**src/rtl/pipeline_boot_ctrl.sv**
```systemverilog
// Boot sequencer: streams a program into instruction memory, NOP-fills the rest,
// then runs the core for a bounded window. Define BOOT_CHECKSUM_EN to add XOR load verification.
module pipeline_boot_ctrl #(
  parameter int ADDR_W     = 8,
  parameter int DATA_W     = 32,
  parameter int RUN_CYCLES = 37
) (
  input  logic              clock,
  input  logic              reset,
  input  logic              start,
  input  logic              s_valid,
  input  logic [DATA_W-1:0] s_data,
  input  logic              s_last,
  output logic              s_ready,
`ifdef BOOT_CHECKSUM_EN
  input  logic [DATA_W-1:0] exp_sum,
  output logic              sum_ok,
`endif
  output logic              im_we,
  output logic [ADDR_W-1:0] im_addr,
  output logic [DATA_W-1:0] im_wdata,
  output logic              cpu_reset,
  output logic              busy,
  output logic              done,
  output logic              error,
  output logic [ADDR_W:0]   word_count,
  output logic [31:0]       cycle_count
);

  typedef enum logic [2:0] {IDLE, LOAD, FILL, RUN, HALT} state_e;

  localparam logic [ADDR_W:0]   LAST_CNT  = {1'b0, {ADDR_W{1'b1}}};
  localparam logic [ADDR_W-1:0] ADDR_MAX  = {ADDR_W{1'b1}};
  localparam logic [ADDR_W-1:0] ONE_A     = {{(ADDR_W-1){1'b0}}, 1'b1};
  localparam logic [ADDR_W:0]   ONE_C     = {{ADDR_W{1'b0}}, 1'b1};
  localparam logic [31:0]       RUN_LIMIT = 32'(RUN_CYCLES);

  state_e              state_q, state_d;
  logic                im_we_q, im_we_d;
  logic [ADDR_W-1:0]   im_addr_q, im_addr_d;
  logic [DATA_W-1:0]   im_wdata_q, im_wdata_d;
  logic                cpu_reset_q, cpu_reset_d;
  logic                error_q, error_d;
  logic [ADDR_W:0]     word_count_q, word_count_d;
  logic [31:0]         cycle_count_q, cycle_count_d;
  logic [ADDR_W-1:0]   fill_addr_q, fill_addr_d;
  logic                enter_run;
`ifdef BOOT_CHECKSUM_EN
  logic [DATA_W-1:0]   sum_q, sum_d;
  logic                sum_ok_q, sum_ok_d;
`endif

  always_comb begin
    // NOTE: every signal gets a default first so no path leaves it unassigned and infers a latch.
    state_d       = state_q;
    im_we_d       = 1'b0;
    im_addr_d     = im_addr_q;
    im_wdata_d    = im_wdata_q;
    cpu_reset_d   = 1'b0;
    error_d       = error_q;
    word_count_d  = word_count_q;
    cycle_count_d = cycle_count_q;
    fill_addr_d   = fill_addr_q;
    enter_run     = 1'b0;
`ifdef BOOT_CHECKSUM_EN
    sum_d         = sum_q;
    sum_ok_d      = sum_ok_q;
`endif

    unique case (state_q)
      IDLE, HALT: begin
        if (start) begin
          state_d       = LOAD;
          word_count_d  = '0;
          cycle_count_d = '0;
          error_d       = 1'b0;
`ifdef BOOT_CHECKSUM_EN
          sum_d         = '0;
`endif
        end
      end
      LOAD: begin
        if (s_valid) begin
          im_we_d      = 1'b1;
          im_addr_d    = word_count_q[ADDR_W-1:0];
          im_wdata_d   = s_data;
          word_count_d = word_count_q + ONE_C;
`ifdef BOOT_CHECKSUM_EN
          sum_d        = sum_q ^ s_data;
`endif
          if (word_count_q == LAST_CNT) begin
            if (s_last) begin
              enter_run = 1'b1;
            end else begin
              // Program overflowed memory: never release the core.
              error_d = 1'b1;
              state_d = HALT;
            end
          end else if (s_last) begin
            state_d     = FILL;
            fill_addr_d = word_count_q[ADDR_W-1:0] + ONE_A;
          end
        end
      end
      FILL: begin
        im_we_d     = 1'b1;
        im_addr_d   = fill_addr_q;
        im_wdata_d  = '0;
        fill_addr_d = fill_addr_q + ONE_A;
        if (fill_addr_q == ADDR_MAX) enter_run = 1'b1;
      end
      RUN: begin
        // The first RUN cycle lets the final memory write land before the core wakes.
        if (cpu_reset_q && cycle_count_q != '1) cycle_count_d = cycle_count_q + 32'd1;
        if (RUN_CYCLES != 0 && cycle_count_d == RUN_LIMIT) state_d = HALT;
        cpu_reset_d = (state_d == RUN);
      end
      default: state_d = IDLE;
    endcase

    if (enter_run) begin
`ifdef BOOT_CHECKSUM_EN
      sum_ok_d = (sum_d == exp_sum);
      if (sum_d == exp_sum) begin
        state_d = RUN;
      end else begin
        error_d = 1'b1;
        state_d = HALT;
      end
`else
      state_d = RUN;
`endif
    end
  end

  // NOTE: sequential state uses non-blocking assignments so all flops update from pre-edge values.
  always_ff @(posedge clock or negedge reset) begin
    if (!reset) begin
      state_q       <= IDLE;
      im_we_q       <= 1'b0;
      im_addr_q     <= '0;
      im_wdata_q    <= '0;
      cpu_reset_q   <= 1'b0;
      error_q       <= 1'b0;
      word_count_q  <= '0;
      cycle_count_q <= '0;
      fill_addr_q   <= '0;
`ifdef BOOT_CHECKSUM_EN
      sum_q         <= '0;
      sum_ok_q      <= 1'b0;
`endif
    end else begin
      state_q       <= state_d;
      im_we_q       <= im_we_d;
      im_addr_q     <= im_addr_d;
      im_wdata_q    <= im_wdata_d;
      cpu_reset_q   <= cpu_reset_d;
      error_q       <= error_d;
      word_count_q  <= word_count_d;
      cycle_count_q <= cycle_count_d;
      fill_addr_q   <= fill_addr_d;
`ifdef BOOT_CHECKSUM_EN
      sum_q         <= sum_d;
      sum_ok_q      <= sum_ok_d;
`endif
    end
  end

  assign s_ready     = (state_q == LOAD);
  assign busy        = (state_q == LOAD) || (state_q == FILL) || (state_q == RUN);
  assign done        = (state_q == HALT);
  assign im_we       = im_we_q;
  assign im_addr     = im_addr_q;
  assign im_wdata    = im_wdata_q;
  assign cpu_reset   = cpu_reset_q;
  assign error       = error_q;
  assign word_count  = word_count_q;
  assign cycle_count = cycle_count_q;
`ifdef BOOT_CHECKSUM_EN
  assign sum_ok      = sum_ok_q;
`endif

endmodule

```
**config.mk**
```make
export PLATFORM = sky130hd
export DESIGN_NAME = pipeline_boot_ctrl
export DESIGN_NICKNAME = d
export VERILOG_FILES = /design/src/rtl/pipeline_boot_ctrl.sv
export SDC_FILE = /design/constraint.sdc
export NUM_CORES = 1
export LEC_CHECK = 0
export ABC_AREA = 1
export CORE_MARGIN = 2
export CORE_UTILIZATION = 35
export CTS_BUF_LIST = sky130_fd_sc_hd__clkbuf_16
export CTS_CLUSTER_SIZE = 16
export DETAILED_ROUTE_END_ITERATION = 12
export GPL_TIMING_DRIVEN = 0
export SLEW_MARGIN = 40
export SYNTH_ARGS = -nofsm -noshare
export SYNTH_HDL_FRONTEND = slang
export SYNTH_SLANG_ARGS = --single-unit
```
**constraint.sdc**
```tcl
create_clock -name clock -period 3.97 [get_ports clock]
set_input_delay 1.191 -clock clock [delete_from_list [all_inputs] [get_ports clock]]
set_output_delay 1.191 -clock clock [all_outputs]
set_load 0.01 [all_outputs]
```
==> results of run 1 <==
-- worst max-delay path: cells and delay by family (launching register included) --
kind,cells,cell delay [ns]
buffers and inverters,2,0.67
flip-flops,1,0.42
AND/OR/NAND/NOR,2,0.36
-- layout make-up --
| cell class | instances | area share |
|---|---|---|
| flip-flops and latches | 95 | 0.3345 |
| clock buffers | 9 | 0.03169 |
| inverters | 87 | 0.04595 |
| plain buffers | 25 | 0.01743 |
| clock inverters | 7 | 0.01320 |
| repair buffers | 124 | 0.1778 |
| multi-input cells | 530 | 0.3470 |
| well taps | 184 | 0.03239 |
-- registers in the layout, indices dropped and copies added, names as in the netlist --
signal       cells
error            1
fill_addr_q      8
cpu_reset        1
word_count       9
im_we            1
im_wdata        32
state_q          3
cycle_count     32
im_addr          8
-- power groups by stage --
stage          sequential, mW  combinational, mW  clock, mW
2_1_floorplan            1.03             0.0266          0
3_3_place_gp             1.02              0.143          0
3_5_place_dp             1.02              0.147          0
4_1_cts                  1.01              0.147      0.981
5_1_grt                  1.01              0.160       1.03
6_report                 1.01              0.144      0.962
-- layer usage --
metal / GRT usage / vias up / wire length (um)
li1: - / 2648 / -
met1: 0.2577 / 2312 / 6954
met2: 0.3238 / 137 / 7107
met3: 0.05779 / 18 / 1095
met4: 0.07111 / 0 / 235
met5: 0 / - / 0
-- how the worst max path moves through the flow --
stage	end	slack [ns]	cells after the start
2_1_floorplan	fill_addr_q[6]$_DFFE_PN0P_	1.76	8
3_3_place_gp	im_wdata[18]$_DFFE_PN0P_	-2.04	1
3_5_place_dp	cycle_count[19]$_DFFE_PN0P_	0.68	7
4_1_cts	done	0.95	4
5_1_grt	cycle_count[27]$_DFFE_PN0P_	0.81	7
6_report	done	0.98	4
-- placed cells by master (no fill, tap or decap), drive strengths merged --
cell,Yosys,layout
a2111oi,1,1
a21oi,13,13
a22oi,1,1
buf,12,14
bufinv,0,2
clkbuf,13,22
clkdlybuf4s50,0,122
clkinv,1,3
clkinvlp,0,1
dfrtp,95,95
ha,4,4
inv,86,88
mux2,3,3
nand2,256,256
nand3,84,84
nand3b,1,1
nand4,17,17
nor2,78,78
nor3,9,9
nor3b,1,1
nor4,1,1
o2111ai,1,1
o21a,1,1
o21ai,23,23
o22ai,29,29
or3,1,1
xnor2,3,3
xor2,3,3
-- cell families (layout without fill, tap and decap cells) --
family | count (synthesis) | in the layout
XOR/XNOR | 6 | 6
AO/OA/AOI/OAI | 69 | 69
multiplexers | 3 | 3
flip-flops | 95 | 95
AND/OR/NAND/NOR | 448 | 448
adder cells (fa/ha/maj) | 4 | 4
buffers and inverters | 112 | 252
==> run summary, run 1 <==
status - finished, final reports clean
Min-Delay Path Depth - 2
DR pass1 iterations - 4
Worst IR Drop VDD - 0.0001996 V
sw frac - 0.2301
Root Buffer - clkbuf_16
Reg2Reg Depth - 16
slowest CP cell - clkdlybuf4s50_1
Psw - 485.9 uW
Placed Instances - 1045
Synth top area share - 0.4491
Hold/Removal Path Class - flip-flop to flip-flop
combinational family with the most area after synthesis - simple AND/OR/NAND/NOR gates
initial antenna violation count - 0
cell row count - 44
Seq. cell area - 2377 um2
Fin Clk Skew - 0.006904 ns
area of the multi-input gates - 2466 um2
crit path DAT - 1.80 ns
hold_buf cts - 0
Starting DRT DRC Count - 306
total power - 2.112 mW
syn nets - 778
crit path time final - 2.990 ns
GPL Wtd Cong - 0.9340
R2R Path End - state_q[1]$_DFFE_PN0P_
number of diodes - 0
Mapped Cells - 737
commonest cells in the synthesized netlist - 250 x nand2_1, 95 x dfrtp_1, 85 x inv_1, 82 x nand3_1, 66 x nor2_1
Synth Register Bits - 95
Worst R2R Setup Slack - 1.32 ns
total CTS buffers - 9
Post-Synth Simple-Gate Area - 0.3642
CP Launch Point - state_q[1]$_DFFE_PN0P_
routed via count - 5115
xor/xnor share of the synthesized area - 0.01134
Leak - 3.669 nW
layout cell share with drive strength beyond 1 - 0.05815
dpl cell area - 6788 um2
top_reg_cell synth - dfrtp_1
Filler cells - 1514
Buffers on Ports - 123
vias in the first global route - 5169
fraction of registers with async set/reset - 1.000
Syn-to-layout area delta - 34.25%
TritonCTS clock tree - done
Clock power frac - 0.456
drt wl/cell - 14.51 um
I/O pins - 124
slew margin rel. - 0.6303
endpoints failing hold - 0
Vias per Instance - 4.821
Core Area - 14640 um2
largest cells by area after synthesis - dfrtp_1 45%, nand2_1 18%, nand3_1 7.8%, inv_1 6.0%, nor2_1 4.7%
post-synthesis sequential area ratio - 0.4491
Critical Path Max Stage Delay - 0.55 ns
Min Hold Slack - 0.4970 ns
clock buffer depth - 2
fin area - 7107 um2
final setup margin - 0.9800 ns
Final setup viols - 0
Overflow after GRT - 0
first-pass GRT wire length - 25.83 mm
most common cell in the netlist - nand2_1
most frequent CP cell - nor2_1
Placement Setup Slack - 0.6847 ns
P_int - 1.626 mW
Max FO, Critical Path - 4
H-tree Lvls - 3
synth unique cells - 34
DIE AREA - 16130 um2
post-CTS setup buffers - 0
MaxCap Viol Count - 0
Post-synth EDFFs - 0
fmax - 334.4 MHz
Syn. warnings - 0
clock sinks - 95
Gate power share - 0.068
chip height - 127.0 um
Clock Latency Late Sink - 0.36 ns
drt total wl - 15.39 mm
Slew @ Worst Pin - 0.5488 ns
Final Net Count - 913
CTS clock-pin slew for the worst setup and hold paths - 0.07 ns
# resized after CTS - 0
Die W - 127.0 um
CP Data Required Time - 2.78 ns
Detail Placement HPWL - 11.36 mm
Compound-Gate Fraction of Synth Area - 0.07445
most area-hungry cell type in the Yosys netlist - dfrtp_1
post-layout util - 0.4853
CP Cell Sequence - nor2_1 > inv_1 > nor2_1 > clkdlybuf4s50_1
Final ANT Viol Nets - 0
total global-route track usage - 0.2004
multiplexer share of the synthesized area - 0.006381
P per Cell Area - 297.1 nW/um2
critical path class - flip-flop to primary output
mapped cell area - 5294 um2
final-report max-slew violation count - 0
pin count of the biggest net entering global routing - 61
FF-to-FF Start - cycle_count[0]$_DFFE_PN0P_
residual DRC count - 0
final non-filler cell total - 1061
Critical Path Start Type - flip-flop
min-delay src - im_wdata[17]$_DFFE_PN0P_
WHS Endpoint - im_wdata[17]$_DFFE_PN0P_
area share of fa/ha/maj cells after synthesis - 0.009454
initial core utilization - 0.3615
RSZ-0062 raised after global routing - false
endpoint type of the worst setup path - primary output
power share of the sequential group - 0.476
Setup TNS - 0 ns
synthesized area per cell - 7.183 um2
final worst path period share - 0.7531
No activity file was read; power rests on OpenSTA's default activity.
==> run 2, diff against run 1 <==
==> constraint.sdc (replaced) <==
create_clock -name clock -period 3 [get_ports clock]
set_input_delay 0.9 -clock clock [delete_from_list [all_inputs] [get_ports clock]]
set_output_delay 0.9 -clock clock [all_outputs]
set_load 0.01 [all_outputs]
==> results of run 2 <==
The final DEF is identical to that of run 1. Status: finished, final reports clean.
Main changes from that run: setup slack after placement 0.6847 ns -> 0.005678 ns; setup slack after layout 0.9800 ns -> 0.3010 ns; hold slack 0.4970 ns -> 0.4021 ns; register-to-register setup slack 1.32 ns -> 0.35 ns; total power 2.112 mW -> 2.794 mW; worst IR drop on VDD 0.0001996 V -> 0.0002641 V
==> run 3, diff against run 2 <==
--- a/config.mk
+++ b/config.mk
@@ -9,7 +9,7 @@
 export CORE_MARGIN = 2
 export CORE_UTILIZATION = 35
 export CTS_BUF_LIST = sky130_fd_sc_hd__clkbuf_16
-export CTS_CLUSTER_SIZE = 16
+export CTS_CLUSTER_SIZE = 20
 export DETAILED_ROUTE_END_ITERATION = 12
 export GPL_TIMING_DRIVEN = 0
 export SLEW_MARGIN = 40
==> results of run 3 <==
The final DEF is identical to that of run 1. Status: finished, final reports clean.
Main changes from that run: setup slack after placement 0.6847 ns -> 0.005678 ns; setup slack after layout 0.9800 ns -> 0.3010 ns; hold slack 0.4970 ns -> 0.4021 ns; register-to-register setup slack 1.32 ns -> 0.35 ns; total power 2.112 mW -> 2.794 mW; worst IR drop on VDD 0.0001996 V -> 0.0002641 V
